===== src/rtl/hashmap_upsert_if.sv =====
// hashmap_upsert_if: request/response and hashmap-side signal bundle for hashmap_upsert.
// The slave modport is the upsert engine's view; master is the view of whatever
// drives requests and emulates the hashmap.
interface hashmap_upsert_if #(
  parameter int NUM_KEY_BITS = 32,
  parameter int NUM_VAL_BITS = 32
);
  logic                    req_valid;
  logic                    req_ready;
  logic [NUM_KEY_BITS-1:0] req_key;
  logic [NUM_VAL_BITS-1:0] req_delta;
  logic                    req_del;

  logic                    resp_valid;
  logic                    resp_hit;
  logic [NUM_KEY_BITS-1:0] resp_key;
  logic [NUM_VAL_BITS-1:0] resp_old;
  logic [NUM_VAL_BITS-1:0] resp_new;

  logic                    hm_lookup;
  logic [NUM_KEY_BITS-1:0] hm_key;
  logic                    hm_valid;
  logic [NUM_VAL_BITS-1:0] hm_value;
  logic                    hm_modify;
  logic                    hm_del;
  logic [NUM_VAL_BITS-1:0] hm_mod_value;
  logic                    hm_insert;
  logic [NUM_KEY_BITS-1:0] hm_ins_key;
  logic [NUM_VAL_BITS-1:0] hm_ins_value;
  logic                    hm_busy;

  modport slave (
    input  req_valid, req_key, req_delta, req_del, hm_valid, hm_value, hm_busy,
    output req_ready, resp_valid, resp_hit, resp_key, resp_old, resp_new,
           hm_lookup, hm_key, hm_modify, hm_del, hm_mod_value,
           hm_insert, hm_ins_key, hm_ins_value
  );

  modport master (
    output req_valid, req_key, req_delta, req_del, hm_valid, hm_value, hm_busy,
    input  req_ready, resp_valid, resp_hit, resp_key, resp_old, resp_new,
           hm_lookup, hm_key, hm_modify, hm_del, hm_mod_value,
           hm_insert, hm_ins_key, hm_ins_value
  );
endinterface


===== src/rtl/hashmap_upsert.sv =====
// hashmap_upsert: read-modify-write (upsert/delete) front end for an external
// hashmap with a fixed lookup latency. Hits become modify/delete operations,
// misses are queued in a small pending-insert FIFO that drains whenever the
// hashmap is not busy. Requests touching a key that is still in flight or
// pending are held off so every key sees its operations strictly in order.
// Defining HASHMAP_UPSERT_STATS_EN adds saturating hit/miss/stall counters.
module hashmap_upsert #(
  parameter int NUM_KEY_BITS = 32,
  parameter int NUM_VAL_BITS = 32,
  parameter int NUM_PIPES    = 2,
  parameter int PEND_DEPTH   = 4
) (
  input  logic clk,
  input  logic rst_n,
`ifdef HASHMAP_UPSERT_STATS_EN
  output logic [31:0] stat_hits,
  output logic [31:0] stat_misses,
  output logic [31:0] stat_stalls,
`endif
  hashmap_upsert_if.slave bus
);

  localparam int PW   = (PEND_DEPTH > 1) ? $clog2(PEND_DEPTH) : 1;
  localparam int CW   = $clog2(PEND_DEPTH + 1);
  localparam int LAST = NUM_PIPES - 1;

  logic                    pipe_valid [NUM_PIPES];
  logic [NUM_KEY_BITS-1:0] pipe_key   [NUM_PIPES];
  logic [NUM_VAL_BITS-1:0] pipe_delta [NUM_PIPES];
  logic                    pipe_del   [NUM_PIPES];

  logic                    pend_vld   [PEND_DEPTH];
  logic [NUM_KEY_BITS-1:0] pend_key   [PEND_DEPTH];
  logic [NUM_VAL_BITS-1:0] pend_delta [PEND_DEPTH];
  logic [PW-1:0]           head;
  logic [PW-1:0]           tail;
  logic [CW-1:0]           pend_count;

  logic                    ready;
  logic                    accept;
  logic                    conflict;
  int                      occ;
  logic                    res_valid;
  logic                    res_hit;
  logic                    res_ins;
  logic                    bypass;
  logic                    push;
  logic                    pop;
  logic [NUM_VAL_BITS-1:0] sum_value;

  function automatic logic [PW-1:0] next_ptr(input logic [PW-1:0] p);
    return (p == PW'(PEND_DEPTH - 1)) ? '0 : p + PW'(1);
  endfunction

  // Admission: same-key serialisation, occupancy limit, lookup launch, and miss/insert routing.
  always_comb begin
    conflict = 1'b0;
    occ      = int'(pend_count);
    for (int i = 0; i < NUM_PIPES; i++) begin
      if (pipe_valid[i]) begin
        occ = occ + 1;
        if (pipe_key[i] == bus.req_key) conflict = 1'b1;
      end
    end
    for (int i = 0; i < PEND_DEPTH; i++) begin
      if (pend_vld[i] && pend_key[i] == bus.req_key) conflict = 1'b1;
    end
    ready         = rst_n && !conflict && (occ < PEND_DEPTH);
    accept        = bus.req_valid && ready;
    bus.req_ready = ready;
    bus.hm_lookup = accept;
    bus.hm_key    = accept ? bus.req_key : '0;

    res_valid = pipe_valid[LAST];
    res_hit   = res_valid && bus.hm_valid;
    res_ins   = res_valid && !bus.hm_valid && !pipe_del[LAST];
    pop       = (pend_count != '0) && !bus.hm_busy;
    bypass    = res_ins && (pend_count == '0) && !bus.hm_busy;
    push      = res_ins && !bypass;
    sum_value = bus.hm_value + pipe_delta[LAST];
  end

  // Response strobe and modify/delete port for the request resolving this cycle.
  always_comb begin
    bus.resp_valid   = res_valid;
    bus.resp_hit     = res_hit;
    bus.resp_key     = '0;
    bus.resp_old     = '0;
    bus.resp_new     = '0;
    bus.hm_modify    = 1'b0;
    bus.hm_del       = 1'b0;
    bus.hm_mod_value = '0;
    if (res_valid) begin
      bus.resp_key = pipe_key[LAST];
      if (res_hit) begin
        bus.resp_old  = bus.hm_value;
        bus.hm_modify = 1'b1;
        bus.hm_del    = pipe_del[LAST];
        if (!pipe_del[LAST]) begin
          bus.resp_new     = sum_value;
          bus.hm_mod_value = sum_value;
        end
      end else if (!pipe_del[LAST]) begin
        bus.resp_new = pipe_delta[LAST];
      end
    end
  end

  // Insert port: FIFO head has priority; a miss bypasses only when the FIFO is empty.
  always_comb begin
    bus.hm_insert    = pop || bypass;
    bus.hm_ins_key   = '0;
    bus.hm_ins_value = '0;
    if (pop) begin
      bus.hm_ins_key   = pend_key[head];
      bus.hm_ins_value = pend_delta[head];
    end else if (bypass) begin
      bus.hm_ins_key   = pipe_key[LAST];
      bus.hm_ins_value = pipe_delta[LAST];
    end
  end

  // Lookup-latency pipeline carrying each accepted request to its resolve cycle.
  always_ff @(posedge clk or negedge rst_n) begin
    if (!rst_n) begin
      for (int i = 0; i < NUM_PIPES; i++) begin
        pipe_valid[i] <= 1'b0;
        pipe_key[i]   <= '0;
        pipe_delta[i] <= '0;
        pipe_del[i]   <= 1'b0;
      end
    end else begin
      pipe_valid[0] <= accept;
      pipe_key[0]   <= bus.req_key;
      pipe_delta[0] <= bus.req_delta;
      pipe_del[0]   <= bus.req_del;
      for (int i = 1; i < NUM_PIPES; i++) begin
        pipe_valid[i] <= pipe_valid[i-1];
        pipe_key[i]   <= pipe_key[i-1];
        pipe_delta[i] <= pipe_delta[i-1];
        pipe_del[i]   <= pipe_del[i-1];
      end
    end
  end

  // Pending-insert FIFO; admission control guarantees a push never lands on a full FIFO.
  always_ff @(posedge clk or negedge rst_n) begin
    if (!rst_n) begin
      for (int i = 0; i < PEND_DEPTH; i++) begin
        pend_vld[i]   <= 1'b0;
        pend_key[i]   <= '0;
        pend_delta[i] <= '0;
      end
      head       <= '0;
      tail       <= '0;
      pend_count <= '0;
    end else begin
      if (pop) begin
        pend_vld[head] <= 1'b0;
        head           <= next_ptr(head);
      end
      if (push) begin
        pend_vld[tail]   <= 1'b1;
        pend_key[tail]   <= pipe_key[LAST];
        pend_delta[tail] <= pipe_delta[LAST];
        tail             <= next_ptr(tail);
      end
      if (push && !pop)      pend_count <= pend_count + CW'(1);
      else if (pop && !push) pend_count <= pend_count - CW'(1);
    end
  end

`ifdef HASHMAP_UPSERT_STATS_EN
  // Saturating counters of hit resolves, miss resolves and stalled request cycles.
  always_ff @(posedge clk or negedge rst_n) begin
    if (!rst_n) begin
      stat_hits   <= '0;
      stat_misses <= '0;
      stat_stalls <= '0;
    end else begin
      if (res_hit && stat_hits != '1)                 stat_hits   <= stat_hits + 32'd1;
      if (res_valid && !res_hit && stat_misses != '1) stat_misses <= stat_misses + 32'd1;
      if (bus.req_valid && !ready && stat_stalls != '1) stat_stalls <= stat_stalls + 32'd1;
    end
  end
`endif

endmodule


===== src/flat_wrapper.sv =====
// flat-port wrapper written by rule: the top's interface ports become plain ports
module hashmap_upsert_flat 
#(
  parameter int NUM_KEY_BITS = 32,
  parameter int NUM_VAL_BITS = 32,
  parameter int NUM_PIPES    = 2,
  parameter int PEND_DEPTH   = 4
)
  (clk, rst_n, bus_req_valid, bus_req_key, bus_req_delta, bus_req_del, bus_hm_valid, bus_hm_value, bus_hm_busy, bus_req_ready, bus_resp_valid, bus_resp_hit, bus_resp_key, bus_resp_old, bus_resp_new, bus_hm_lookup, bus_hm_key, bus_hm_modify, bus_hm_del, bus_hm_mod_value, bus_hm_insert, bus_hm_ins_key, bus_hm_ins_value);
  hashmap_upsert_if #(.NUM_KEY_BITS(NUM_KEY_BITS), .NUM_VAL_BITS(NUM_VAL_BITS)) bus_i ();
  input  logic clk;
  input  logic rst_n;
  input wire logic [$bits(bus_i.req_valid)-1:0] bus_req_valid;
  input wire logic [$bits(bus_i.req_key)-1:0] bus_req_key;
  input wire logic [$bits(bus_i.req_delta)-1:0] bus_req_delta;
  input wire logic [$bits(bus_i.req_del)-1:0] bus_req_del;
  input wire logic [$bits(bus_i.hm_valid)-1:0] bus_hm_valid;
  input wire logic [$bits(bus_i.hm_value)-1:0] bus_hm_value;
  input wire logic [$bits(bus_i.hm_busy)-1:0] bus_hm_busy;
  output wire logic [$bits(bus_i.req_ready)-1:0] bus_req_ready;
  output wire logic [$bits(bus_i.resp_valid)-1:0] bus_resp_valid;
  output wire logic [$bits(bus_i.resp_hit)-1:0] bus_resp_hit;
  output wire logic [$bits(bus_i.resp_key)-1:0] bus_resp_key;
  output wire logic [$bits(bus_i.resp_old)-1:0] bus_resp_old;
  output wire logic [$bits(bus_i.resp_new)-1:0] bus_resp_new;
  output wire logic [$bits(bus_i.hm_lookup)-1:0] bus_hm_lookup;
  output wire logic [$bits(bus_i.hm_key)-1:0] bus_hm_key;
  output wire logic [$bits(bus_i.hm_modify)-1:0] bus_hm_modify;
  output wire logic [$bits(bus_i.hm_del)-1:0] bus_hm_del;
  output wire logic [$bits(bus_i.hm_mod_value)-1:0] bus_hm_mod_value;
  output wire logic [$bits(bus_i.hm_insert)-1:0] bus_hm_insert;
  output wire logic [$bits(bus_i.hm_ins_key)-1:0] bus_hm_ins_key;
  output wire logic [$bits(bus_i.hm_ins_value)-1:0] bus_hm_ins_value;
  assign bus_i.req_valid = bus_req_valid;
  assign bus_i.req_key = bus_req_key;
  assign bus_i.req_delta = bus_req_delta;
  assign bus_i.req_del = bus_req_del;
  assign bus_i.hm_valid = bus_hm_valid;
  assign bus_i.hm_value = bus_hm_value;
  assign bus_i.hm_busy = bus_hm_busy;
  assign bus_req_ready = bus_i.req_ready;
  assign bus_resp_valid = bus_i.resp_valid;
  assign bus_resp_hit = bus_i.resp_hit;
  assign bus_resp_key = bus_i.resp_key;
  assign bus_resp_old = bus_i.resp_old;
  assign bus_resp_new = bus_i.resp_new;
  assign bus_hm_lookup = bus_i.hm_lookup;
  assign bus_hm_key = bus_i.hm_key;
  assign bus_hm_modify = bus_i.hm_modify;
  assign bus_hm_del = bus_i.hm_del;
  assign bus_hm_mod_value = bus_i.hm_mod_value;
  assign bus_hm_insert = bus_i.hm_insert;
  assign bus_hm_ins_key = bus_i.hm_ins_key;
  assign bus_hm_ins_value = bus_i.hm_ins_value;
  hashmap_upsert #(.NUM_KEY_BITS(NUM_KEY_BITS), .NUM_VAL_BITS(NUM_VAL_BITS), .NUM_PIPES(NUM_PIPES), .PEND_DEPTH(PEND_DEPTH)) u_core (.clk(clk), .rst_n(rst_n), .bus(bus_i));
endmodule

===== config.mk =====
export PLATFORM = sky130hd
export DESIGN_NAME = hashmap_upsert_flat
export DESIGN_NICKNAME = d
export VERILOG_FILES = /design/src/rtl/hashmap_upsert_if.sv /design/src/rtl/hashmap_upsert.sv /design/src/flat_wrapper.sv
export SDC_FILE = /design/constraint.sdc
export NUM_CORES = 1
export LEC_CHECK = 0
export BUFFER_PORTS_ARGS = -buffer_cell sky130_fd_sc_hd__buf_2
export CAP_MARGIN = 20
export CORE_ASPECT_RATIO = 1.25
export CORE_MARGIN = 4
export CORE_UTILIZATION = 46
export DETAILED_ROUTE_END_ITERATION = 12
export GPL_TIMING_DRIVEN = 0
export HOLD_SLACK_MARGIN = 0.1
export PLACE_DENSITY = 0.64
export SLEW_MARGIN = 30
export SYNTH_ARGS = -nofsm -noshare
export SYNTH_HDL_FRONTEND = slang
export SYNTH_SLANG_ARGS = --single-unit

===== constraint.sdc =====
create_clock -name clk -period 7.45 [get_ports clk]
set_input_delay 1.49 -clock clk [delete_from_list [all_inputs] [get_ports clk]]
set_output_delay 1.49 -clock clk [all_outputs]
set_load 0.02 [all_outputs]

==> flow_metrics.env <==
export IMPL_status="complete, no violations"
export IMPL_r2r_slack_ps=4390
export IMPL_peakVddDrop_v=0.000191
export IMPL_post_route_min_period_ps=6170
export IMPL_max_stage_delay_ps=510
export IMPL_yosys_warnings=0
export IMPL_critPathRequiredTime_ps=5960
export IMPL_slew_headroom=0.338
export IMPL_port_buffers=332
export IMPL_drive_gt1_frac=0.382
export IMPL_startpoint_type="input port"
export IMPL_post_cts_buffers=0
export IMPL_fin_setup_tns_ps=0
export IMPL_num_rows=86
export IMPL_nets=2150
export IMPL_netlist_area_sq_um=20600
export IMPL_cts_clk_slew_worst_paths_ps=60
export IMPL_worst_setup_path_end_kind="output pin"
export IMPL_syn2layout_area_growth_pct=20.0
export IMPL_synth_main_ff_cell="dfrtp_1"
export IMPL_syn_inst=1622
export IMPL_firstDrtPassIters=5
export IMPL_clk_latency_ps=590
export IMPL_cts_root_buf="clkbuf_16"
export IMPL_wirelength_um=69500
export IMPL_initial_core_util=0.467
export IMPL_fp_coreArea_sq_um=44200
export IMPL_fin_crit_sh=0.829
export IMPL_path_delay_family="simple AND/OR/NAND/NOR gates"
export IMPL_power_density_nw_per_um2=329
export IMPL_worst_path_buf_inv=4
export IMPL_antenna_found_initial=1
export IMPL_cts_tree="yes"
export IMPL_die_width_um=197
export IMPL_ys_seq_elements=399
export IMPL_slowest_stage="nor4_1"
export IMPL_path_cells="buf_2, buf_2, xnor2_1, nand4_1, nor4_1, nand3_1, nor4_1, nand3b_1, nor4_2, clkbuf_1, and3_1, buf_2"
export IMPL_finalSetupViolCount=0
export IMPL_cp_data_arrival_time_ps=4680
export IMPL_hpwl_um=52800
export IMPL_grt_setup_unrepaired="no"
export IMPL_syn_nets=1767
export IMPL_dr_total_vias=15000
export IMPL_grt_pass1_wl_um=104000
export IMPL_tightestPinTransition_ps=992
export IMPL_dieArea_sq_um=48300
export IMPL_h_tree_depth=2
export IMPL_cp_common_cell="buf_2"
export IMPL_synth_area_per_cell_sq_um=12.7
export IMPL_hold_slack_ps=343
export IMPL_finalMaxSlewViolations=0
export IMPL_fin_cells=2612
export IMPL_grtUsageMet2=0.500
export IMPL_worstSetupPathType="input port to output pin"
export IMPL_grt_pass1_vias=16200
export IMPL_vias_per_cell=5.76
export IMPL_wl_per_cell_um=26.6
export IMPL_pin_count=333
export IMPL_busiest_layer="met2"
export IMPL_cts_resized_gates=0
export IMPL_ant_nets=0
export IMPL_cts_hold_buf=0
export IMPL_grtUsageTotal=0.287
export IMPL_insertedDiodeCount=0
export IMPL_critPathMaxFanout=10
export IMPL_synth_cell_type_count=63
export IMPL_clockBufferDepth=3
export IMPL_drc_errors=0
export IMPL_grt_ovfl_total=0
export IMPL_synth_edf_count=0
export IMPL_gr_usage_met1=0.351
export IMPL_hold_viol_final=0
export IMPL_die_y_um=245
export IMPL_met3_usage=0.0415
export IMPL_fmax_ghz=0.162
export IMPL_min_path_type="register to register"
export IMPL_cts_inserted_buffers=44
export IMPL_p_leak_nw=12.4
export IMPL_max_cap_viol_count=0
export IMPL_synthArstFlopShare=1.00
export IMPL_cts_num_sinks=399
export IMPL_place_congestion=0.973
export IMPL_grt_max_degree=93
export IMPL_place_inst=2531
export IMPL_finClkSkew_ps=20.6
export IMPL_post_route_util=0.560
export IMPL_first_iter_violations=790
export IMPL_ys_seq_area_frac=0.484
-- worst reg2reg max path, stage by stage, from the launching register on --
cell      delay [ps]
dfrtp_1          600
and2_1           190
clkbuf_1         520
and3_1           330
nor2_4            70
nand2_1          130
buf_2            300
buf_2            400
mux2_2           390
-- cells in the mapped netlist, types with 2 or more instances --
master,number,area share
dfrtp_1,399,0.48
mux2_2,215,0.12
xnor2_1,140,0.059
xor2_1,73,0.031
a22o_1,72,0.031
and3_1,72,0.022
mux4_2,64,0.070
buf_2,63,0.015
and2_1,49,0.015
nand2_1,47,0.0085
mux2_1,42,0.023
a21o_1,41,0.015
ha_1,41,0.025
clkbuf_1,37,0.0067
nor2_1,35,0.0064
nand4_1,34,0.010
a21oi_1,31,0.0075
nor4_1,24,0.0073
inv_1,20,0.0036
nand3_1,16,0.0039
o21ai_0,15,0.0036
buf_1,14,0.0025
o21bai_1,8,0.0029
nor3_1,7,0.0017
a211oi_1,6,0.0022
a31oi_1,6,0.0018
o22ai_1,4,0.0012
nor2b_1,3,0.00091
a21oi_2,2,0.00085
and4_1,2,0.00085
buf_4,2,0.00073
fa_1,2,0.0019
nor3b_1,2,0.00073
o211ai_1,2,0.00073
o21a_1,2,0.00073
o31a_1,2,0.00085
o31ai_1,2,0.00073
-- per-stage QoR --
step / total power, mW / area (sq um) / worst slack [ps]
after floorplan: 4.84 / 20600 / 2180
after global placement: 5.72 / 23000 / -4590
after detailed placement: 5.82 / 23200 / 1320
after CTS: 8.20 / 24800 / 1290
after global routing: 8.51 / 24800 / 1240
final: 8.14 / 24800 / 1280
-- path summary, 6_finish.rpt --
| kind | end | cells past startpoint | startpoint |
|---|---|---|---|
| worst max-delay path | bus_hm_key[20] | 12 | bus_req_key[10] |
| worst min-delay path | u_core.pipe_delta[14] | 0 | u_core.pipe_delta[46] |
| worst max register to register | u_core.pend_key[77] | 8 | u_core.bus.resp_valid |
| worst min register to register | u_core.pipe_delta[14] | 0 | u_core.pipe_delta[46] |
| max in group asynchronous | u_core.pipe_delta[52] | 4 | rst_n |
| min in group asynchronous | u_core.pipe_key[30] | 1 | rst_n |
-- power breakdown --
| part | switching (mW) | total, mW | internal (mW) | leakage, nW |
|---|---|---|---|---|
| registers | 0.423 | 3.11 | 2.69 | 5.07 |
| logic | 1.42 | 2.66 | 1.24 | 6.51 |
| clock network | 0.924 | 2.36 | 1.44 | 0.780 |
-- cell families (layout without fill, tap and decap cells) --
logic type,Yosys count,count (layout),share of synthesized area
flops,399,399,0.484
compound gates,208,208,0.0768
xor+xnor,214,214,0.0915
fa+ha+maj,43,43,0.0268
mux,321,321,0.210
buf+inv,136,554,0.0289
simple gates,301,301,0.0822
-- cell type report --
class / count / area (sq um)
buffer: 116 / 528
clock buffer: 66 / 1370
clock inverter: 15 / 216
fill: 3821 / 19500
inverter: 20 / 75.1
multi-input combinational: 1087 / 10100
sequential: 399 / 9980
tap: 572 / 716
timing repair buffer: 337 / 1810
-- state kept, by name (all words and copies together) (netlist names), 2 cells and up --
name / count
u_core.tail: 2
u_core.pend_key: 128
u_core.pend_count: 3
u_core.pipe_delta: 64
u_core.pipe_key: 64
u_core.head: 2
u_core.pipe_del: 2
u_core.pend_vld: 4
u_core.pend_delta: 128
-- per-layer routing --
layer	wire [um]	share of wire	vias to the layer above
met1	27100	0.39	7720
met4	3610	0.052	2
met2	35000	0.50	511
li1	-	-	6664
met5	13	0.00019	-
met3	3720	0.054	151
-- cells in the final DEF, fill, tap and decap left out, types with 9 or more instances in the layout --
cell type  instances
a21oi_1           30
and3_1            72
buf_2            397
nand3_1           16
nor4_1            24
a22o_1            72
nand4_1           34
clkbuf_16         45
xnor2_1          140
a21o_1            41
xor2_1            73
and2_1            49
clkbuf_1          42
mux4_2            64
o21ai_0           15
clkbuf_8          16
ha_1              41
nor2_1            35
inv_1             20
mux2_1            42
dfrtp_1          399
nand2_1           47
mux2_2           215
buf_1              9
Note: power is estimated with default switching activity, not from simulation.
